==> src/rtl/differpd_vote_pkg.sv <==
// Shared definitions for the bit-sync phase detectors: edge-mode codes, counter sizing, popcount.
// Pure constants and functions; no state, no latency, no flow control.
package differpd_vote_pkg;

  localparam int EDGE_BOTH = 0;
  localparam int EDGE_RISE = 1;
  localparam int EDGE_FALL = 2;

  // Two extra bits give the sign plus headroom for one cycle of NCH votes past LIMIT.
  function automatic int cnt_width(input int limit, input int nch);
    return $clog2(limit + nch) + 2;
  endfunction

  function automatic logic [3:0] popcount8(input logic [7:0] v);
    logic [3:0] n;
    n = '0;
    for (int i = 0; i < 8; i++) begin
      n = n + {3'b000, v[i]};
    end
    return n;
  endfunction

endpackage

==> src/rtl/differpd_vote_edge_det.sv <==
// Per-channel transition detector: registers the data bit and flags the selected edge type.
// One cycle from sampled datain to din_edge; always accepts, no backpressure.
module pd_edge_det
  import differpd_vote_pkg::*;
#(
  parameter int EDGE_MODE = EDGE_BOTH
) (
  input  logic clk32,
  input  logic rst,
  input  logic din,
  output logic din_edge
);

  logic din_d_q;
  logic din_d_d;
  logic din_edge_q;
  logic din_edge_d;

  always_comb begin
    din_d_d    = din;
    din_edge_d = din ^ din_d_q;
    if (EDGE_MODE == EDGE_RISE) begin
      din_edge_d = din & ~din_d_q;
    end else if (EDGE_MODE == EDGE_FALL) begin
      din_edge_d = ~din & din_d_q;
    end
  end

  always_ff @(posedge clk32) begin
    if (rst) begin
      din_d_q    <= 1'b0;
      din_edge_q <= 1'b0;
    end else begin
      din_d_q    <= din_d_d;
      din_edge_q <= din_edge_d;
    end
  end

  assign din_edge = din_edge_q;

endmodule

==> src/rtl/differpd_vote.sv <==
// Multi-channel early/late phase detector with random-walk loop filter feeding the DPLL.
// Pulse registered two edges after the launching edge of a datain change; no backpressure.
module differpd_vote
  import differpd_vote_pkg::*;
#(
  parameter int NCH       = 2,
  parameter int LIMIT     = 8,
  parameter int EDGE_MODE = EDGE_BOTH,
  localparam int CW       = cnt_width(LIMIT, NCH)
) (
  input  logic                 clk32,
  input  logic                 rst,
  input  logic [NCH-1:0]       datain,
  input  logic                 clk_i,
  input  logic                 clk_q,
  input  logic                 filt_en,
  output logic                 pd_bef,
  output logic                 pd_aft,
  output logic signed [CW-1:0] pd_cnt
);

  localparam int NW = CW + 1;
  localparam logic signed [CW:0] LIM_P = NW'(LIMIT);
  localparam logic signed [CW:0] LIM_N = -LIM_P;

  logic [NCH-1:0] edge_vec;

  for (genvar g = 0; g < NCH; g++) begin : g_ch
    pd_edge_det #(.EDGE_MODE(EDGE_MODE)) u_det (
      .clk32    (clk32),
      .rst      (rst),
      .din      (datain[g]),
      .din_edge (edge_vec[g])
    );
  end

  logic [7:0] edge_pad;
  logic [3:0] n_edge;
  logic [3:0] vb;
  logic [3:0] va;

  // Votes only count in the exclusive halves of the quadrature windows.
  always_comb begin
    edge_pad           = '0;
    edge_pad[NCH-1:0]  = edge_vec;
    n_edge             = popcount8(edge_pad);
    vb                 = (clk_i && !clk_q) ? n_edge : 4'd0;
    va                 = (clk_q && !clk_i) ? n_edge : 4'd0;
  end

  logic signed [CW-1:0] acc_q;
  logic signed [CW-1:0] acc_d;
  logic                 filt_en_d_q;
  logic                 filt_en_d_d;
  logic                 bef_q;
  logic                 bef_d;
  logic                 aft_q;
  logic                 aft_d;
  logic signed [CW:0]   nxt;

  always_comb begin
    nxt         = {acc_q[CW-1], acc_q} + signed'(NW'(vb)) - signed'(NW'(va));
    acc_d       = acc_q;
    bef_d       = 1'b0;
    aft_d       = 1'b0;
    filt_en_d_d = filt_en;
    if (filt_en != filt_en_d_q) begin
      // Mode switch: drop whatever was accumulated and stay silent this cycle.
      acc_d = '0;
    end else if (!filt_en_d_q) begin
      bef_d = (vb != 4'd0);
      aft_d = (va != 4'd0);
      acc_d = '0;
    end else if (nxt >= LIM_P) begin
      bef_d = 1'b1;
      acc_d = '0;
    end else if (nxt <= LIM_N) begin
      aft_d = 1'b1;
      acc_d = '0;
    end else begin
      acc_d = nxt[CW-1:0];
    end
  end

  always_ff @(posedge clk32) begin
    if (rst) begin
      acc_q       <= '0;
      filt_en_d_q <= 1'b0;
      bef_q       <= 1'b0;
      aft_q       <= 1'b0;
    end else begin
      acc_q       <= acc_d;
      filt_en_d_q <= filt_en_d_d;
      bef_q       <= bef_d;
      aft_q       <= aft_d;
    end
  end

  assign pd_bef = bef_q;
  assign pd_aft = aft_q;
  assign pd_cnt = acc_q;

endmodule

==> config.mk <==
export PLATFORM = sky130hd
export DESIGN_NAME = differpd_vote
export DESIGN_NICKNAME = d
export VERILOG_FILES = /design/src/rtl/differpd_vote_pkg.sv /design/src/rtl/differpd_vote_edge_det.sv /design/src/rtl/differpd_vote.sv
export SDC_FILE = /design/constraint.sdc
export NUM_CORES = 1
export LEC_CHECK = 0
export ABC_AREA = 1
export BUFFER_PORTS_ARGS = -buffer_cell sky130_fd_sc_hd__buf_2
export CORE_MARGIN = 1
export CORE_UTILIZATION = 55
export CTS_CLUSTER_SIZE = 16
export DETAILED_ROUTE_END_ITERATION = 8
export PLACE_DENSITY = 0.79
export SLEW_MARGIN = 20
export SYNTH_ARGS = -nofsm -noshare
export SYNTH_HDL_FRONTEND = slang
export SYNTH_SLANG_ARGS = --single-unit
==> constraint.sdc <==
create_clock -name clk32 -period 3.9 [get_ports clk32]
set_input_delay 0.39 -clock clk32 [delete_from_list [all_inputs] [get_ports clk32]]
set_output_delay 0.39 -clock clk32 [all_outputs]
set_load 0.1 [all_outputs]
==> results.sh <==
export IMPL_yosys_warnings=0
export IMPL_synth_area_top_cells="dfxtp_1, inv_1, ha_1, nand2_1, nor2_1"
export IMPL_clockBufferDepth=2
export IMPL_vias=722
export IMPL_grt_max_degree=8
export IMPL_post_cts_resize_count=0
export IMPL_skew_ps=2.90
export IMPL_grt_use_met1_pct=24.8
export IMPL_post_cts_setup_buffers=0
export IMPL_cap_violations=0
export IMPL_clkSlewWorstSetupHoldPaths_ps=70
export IMPL_powerDensity_nw_per_um2=315
export IMPL_hold_violations=0
export IMPL_synthAdderAreaFrac_pct=16.5
export IMPL_finalSetupViolCount=0
export IMPL_drt_iter0_drc=13
export IMPL_synth_top_family_by_area="simple AND/OR/NAND/NOR gates"
export IMPL_ios=15
export IMPL_hp_start="datain[0]"
export IMPL_place_congestion=0.776
export IMPL_yosysTopAreaCell="dfxtp_1"
export IMPL_cts_root_buf="clkbuf_4"
export IMPL_fin_crit_sh_pct=67.2
export IMPL_cts_buffers_inserted=3
export IMPL_max_freq_mhz=381
export IMPL_wl_per_cell_microns=9.11
export IMPL_grtUsageMet3_pct=8.15
export IMPL_yosys_area_share_simple_pct=32.0
export IMPL_async_flop_share_pct=0
export IMPL_overflow=0
export IMPL_slew_limit_headroom_pct=67.8
export IMPL_grt_pass1_vias=611
export IMPL_hold_buffers=0
export IMPL_areaGrowthSynthToFinish_pct=13.6
export IMPL_yosysMostFrequentCell="inv_1"
export IMPL_min_period_ps=2620
export IMPL_synthFlopType="dfxtp_1"
export IMPL_slew_violations=0
export IMPL_worstPathRequired_ps=4120
export IMPL_layout_drive_gt1_share_pct=20.3
export IMPL_startpoint_type="flop"
export IMPL_fp_coreArea_sq_um=1370
export IMPL_dp_hpwl_microns=1190
export IMPL_initial_utilization_pct=62.1
export IMPL_firstDrtPassIters=4
export IMPL_synth_edf_count=0
export IMPL_status="finished, final reports clean"
export IMPL_vdd_drop_max_mv=0.282
export IMPL_antenna_found_initial=0
export IMPL_grt_first_pass_wirelength_microns=2310
export IMPL_ys_ff_latch=13
export IMPL_critPathMaxFanout=6
export IMPL_met2_usage_pct=35.5
export IMPL_synthXorXnorAreaFrac_pct=2.06
export IMPL_top_usage_layer="met2"
export IMPL_worst_setup_path_type="reg2reg"
export IMPL_yosysTopAreaCellShare_pct=30.7
export IMPL_row_count=13
export IMPL_yosysSeqAreaShare_pct=30.7
export IMPL_synth_compound_area_share_pct=5.01
export IMPL_synthCells=120
export IMPL_dp_cells=149
export IMPL_syn_nets=137
export IMPL_ant_nets=0
export IMPL_critPathArrivalTime_ps=2840
export IMPL_crit_start="g_ch[0].u_det.din_edge$_SDFF_PP0_"
export IMPL_viasPerCell=4.72
export IMPL_critPathCaptureType="flop"
export IMPL_grt_usage_pct=21.7
export IMPL_finalNonFillerCells=153
export IMPL_die_area_sq_um=1700
export IMPL_syn_area_per_cell_sq_um=7.07
export IMPL_tns_ps=0
export IMPL_r2r_start="g_ch[0].u_det.din_edge$_SDFF_PP0_"
export IMPL_numPortBuffers=14
export IMPL_diodes=0
export IMPL_p_leak_uw=0.000553
export IMPL_cts_sinks=13
export IMPL_post_route_drc_count=0
export IMPL_wl_microns=1390
export IMPL_final_util_pct=70.5
export IMPL_h_tree_depth=1
export IMPL_syn_cell_area_sq_um=848
export IMPL_rsz0062_at_grt="no"
export IMPL_hold_class="in2reg"
export IMPL_nets=156
export IMPL_tightest_slew_ps=487
export IMPL_cts_tree="built"
export IMPL_chipWidth_microns=41.3
export IMPL_die_y_microns=41.3
export IMPL_synth_cell_type_count=16
export IMPL_finalHoldWorstSlack_ps=335
export IMPL_synth_mux_area_share_pct=0
export IMPL_clock_latency_ps=280
export IMPL_synth_common_cells="inv_1, nand2_1, nor2_1"
export IMPL_r2r_slack_ps=1280
[routing by layer]
metal  part of all wire [%]  routed length (microns)  vias up
met4                    1.4                       20        0
li1                       -                        -      400
met3                    3.3                       46        4
met5                      0                        0        -
met1                     50                      691      308
met2                     46                      635       10
[worst max-delay path, cell delays in order, from the launching register on]
cell,delay [ps]
dfxtp_1,300
ha_1,300
inv_1,60
nor2_1,50
ha_1,270
inv_1,40
ha_1,210
fa_1,480
nand2_1,90
inv_1,40
o21ai_0,170
nand3_1,100
nor2_1,90
nand2_1,70
nand2_2,90
nand3_4,100
nor2_1,100
[path summary, 6_finish.rpt]
path / endpoint / cells after the start
max: pd_cnt[0]$_SDFF_PP0_ / 16
min: g_ch[0].u_det.din_d_q$_SDFF_PP0_ / 3
max reg2reg: pd_cnt[0]$_SDFF_PP0_ / 16
min reg2reg: g_ch[0].u_det.din_edge$_SDFF_PP0_ / 2
[where the power goes]
| part | total [uW] | internal [uW] | switching [uW] |
|---|---|---|---|
| Clock | 82.8 | 39.7 | 43.1 |
| Combinational | 80.3 | 27.0 | 53.4 |
| Sequential | 140 | 138 | 2.41 |
| Total | 303 | 204 | 98.9 |
[flip-flops by register name, summed over array words and instances, names as in the netlist]
name and count:
g_ch.u_det.din_d_q 2, pd_cnt 6, pd_bef 1, pd_aft 1
g_ch.u_det.din_edge 2, filt_en_d_q 1
[cell type report]
cell class / instances / area [sq um]
fill: 121 / 403
inverter: 31 / 116
clock buffer: 4 / 26.3
multi-input combinational: 76 / 472
sequential: 13 / 260
timing repair buffer: 14 / 70.1
tap: 15 / 18.8
[cell usage in the layout, fill, tap and decap left out, types with 2 or more instances in the layout]
cell type  synthesis  routed
a21oi_1            4       4
buf_2              0      14
clkbuf_4           0       3
dfxtp_1           13      13
fa_1               2       2
ha_1               8       8
inv_1             31      31
nand2_1           20      20
nand2_2            5       5
nand3_1            7       7
nand3_2            3       3
nor2_1            17      17
o21ai_0            3       3
or2_2              2       2
xnor2_1            2       2
[cells by family after synthesis]
group	count (synthesis)
buffers and inverters	31
XOR/XNOR	2
flip-flops	13
adder cells (fa/ha/maj)	10
AO/OA/AOI/OAI	8
AND/OR/NAND/NOR	56
[metrics by stage]
step                      setup WS [ps]  instance area [sq um]  total power, uW
final                              1280                    963              303
after global routing               1090                    963              322
after CTS                          1270                    963              305
after detailed placement           1150                    937              223
after global placement             1190                    937              221
after floorplan                    1010                    848              208
(Power assumes the default switching activity.)
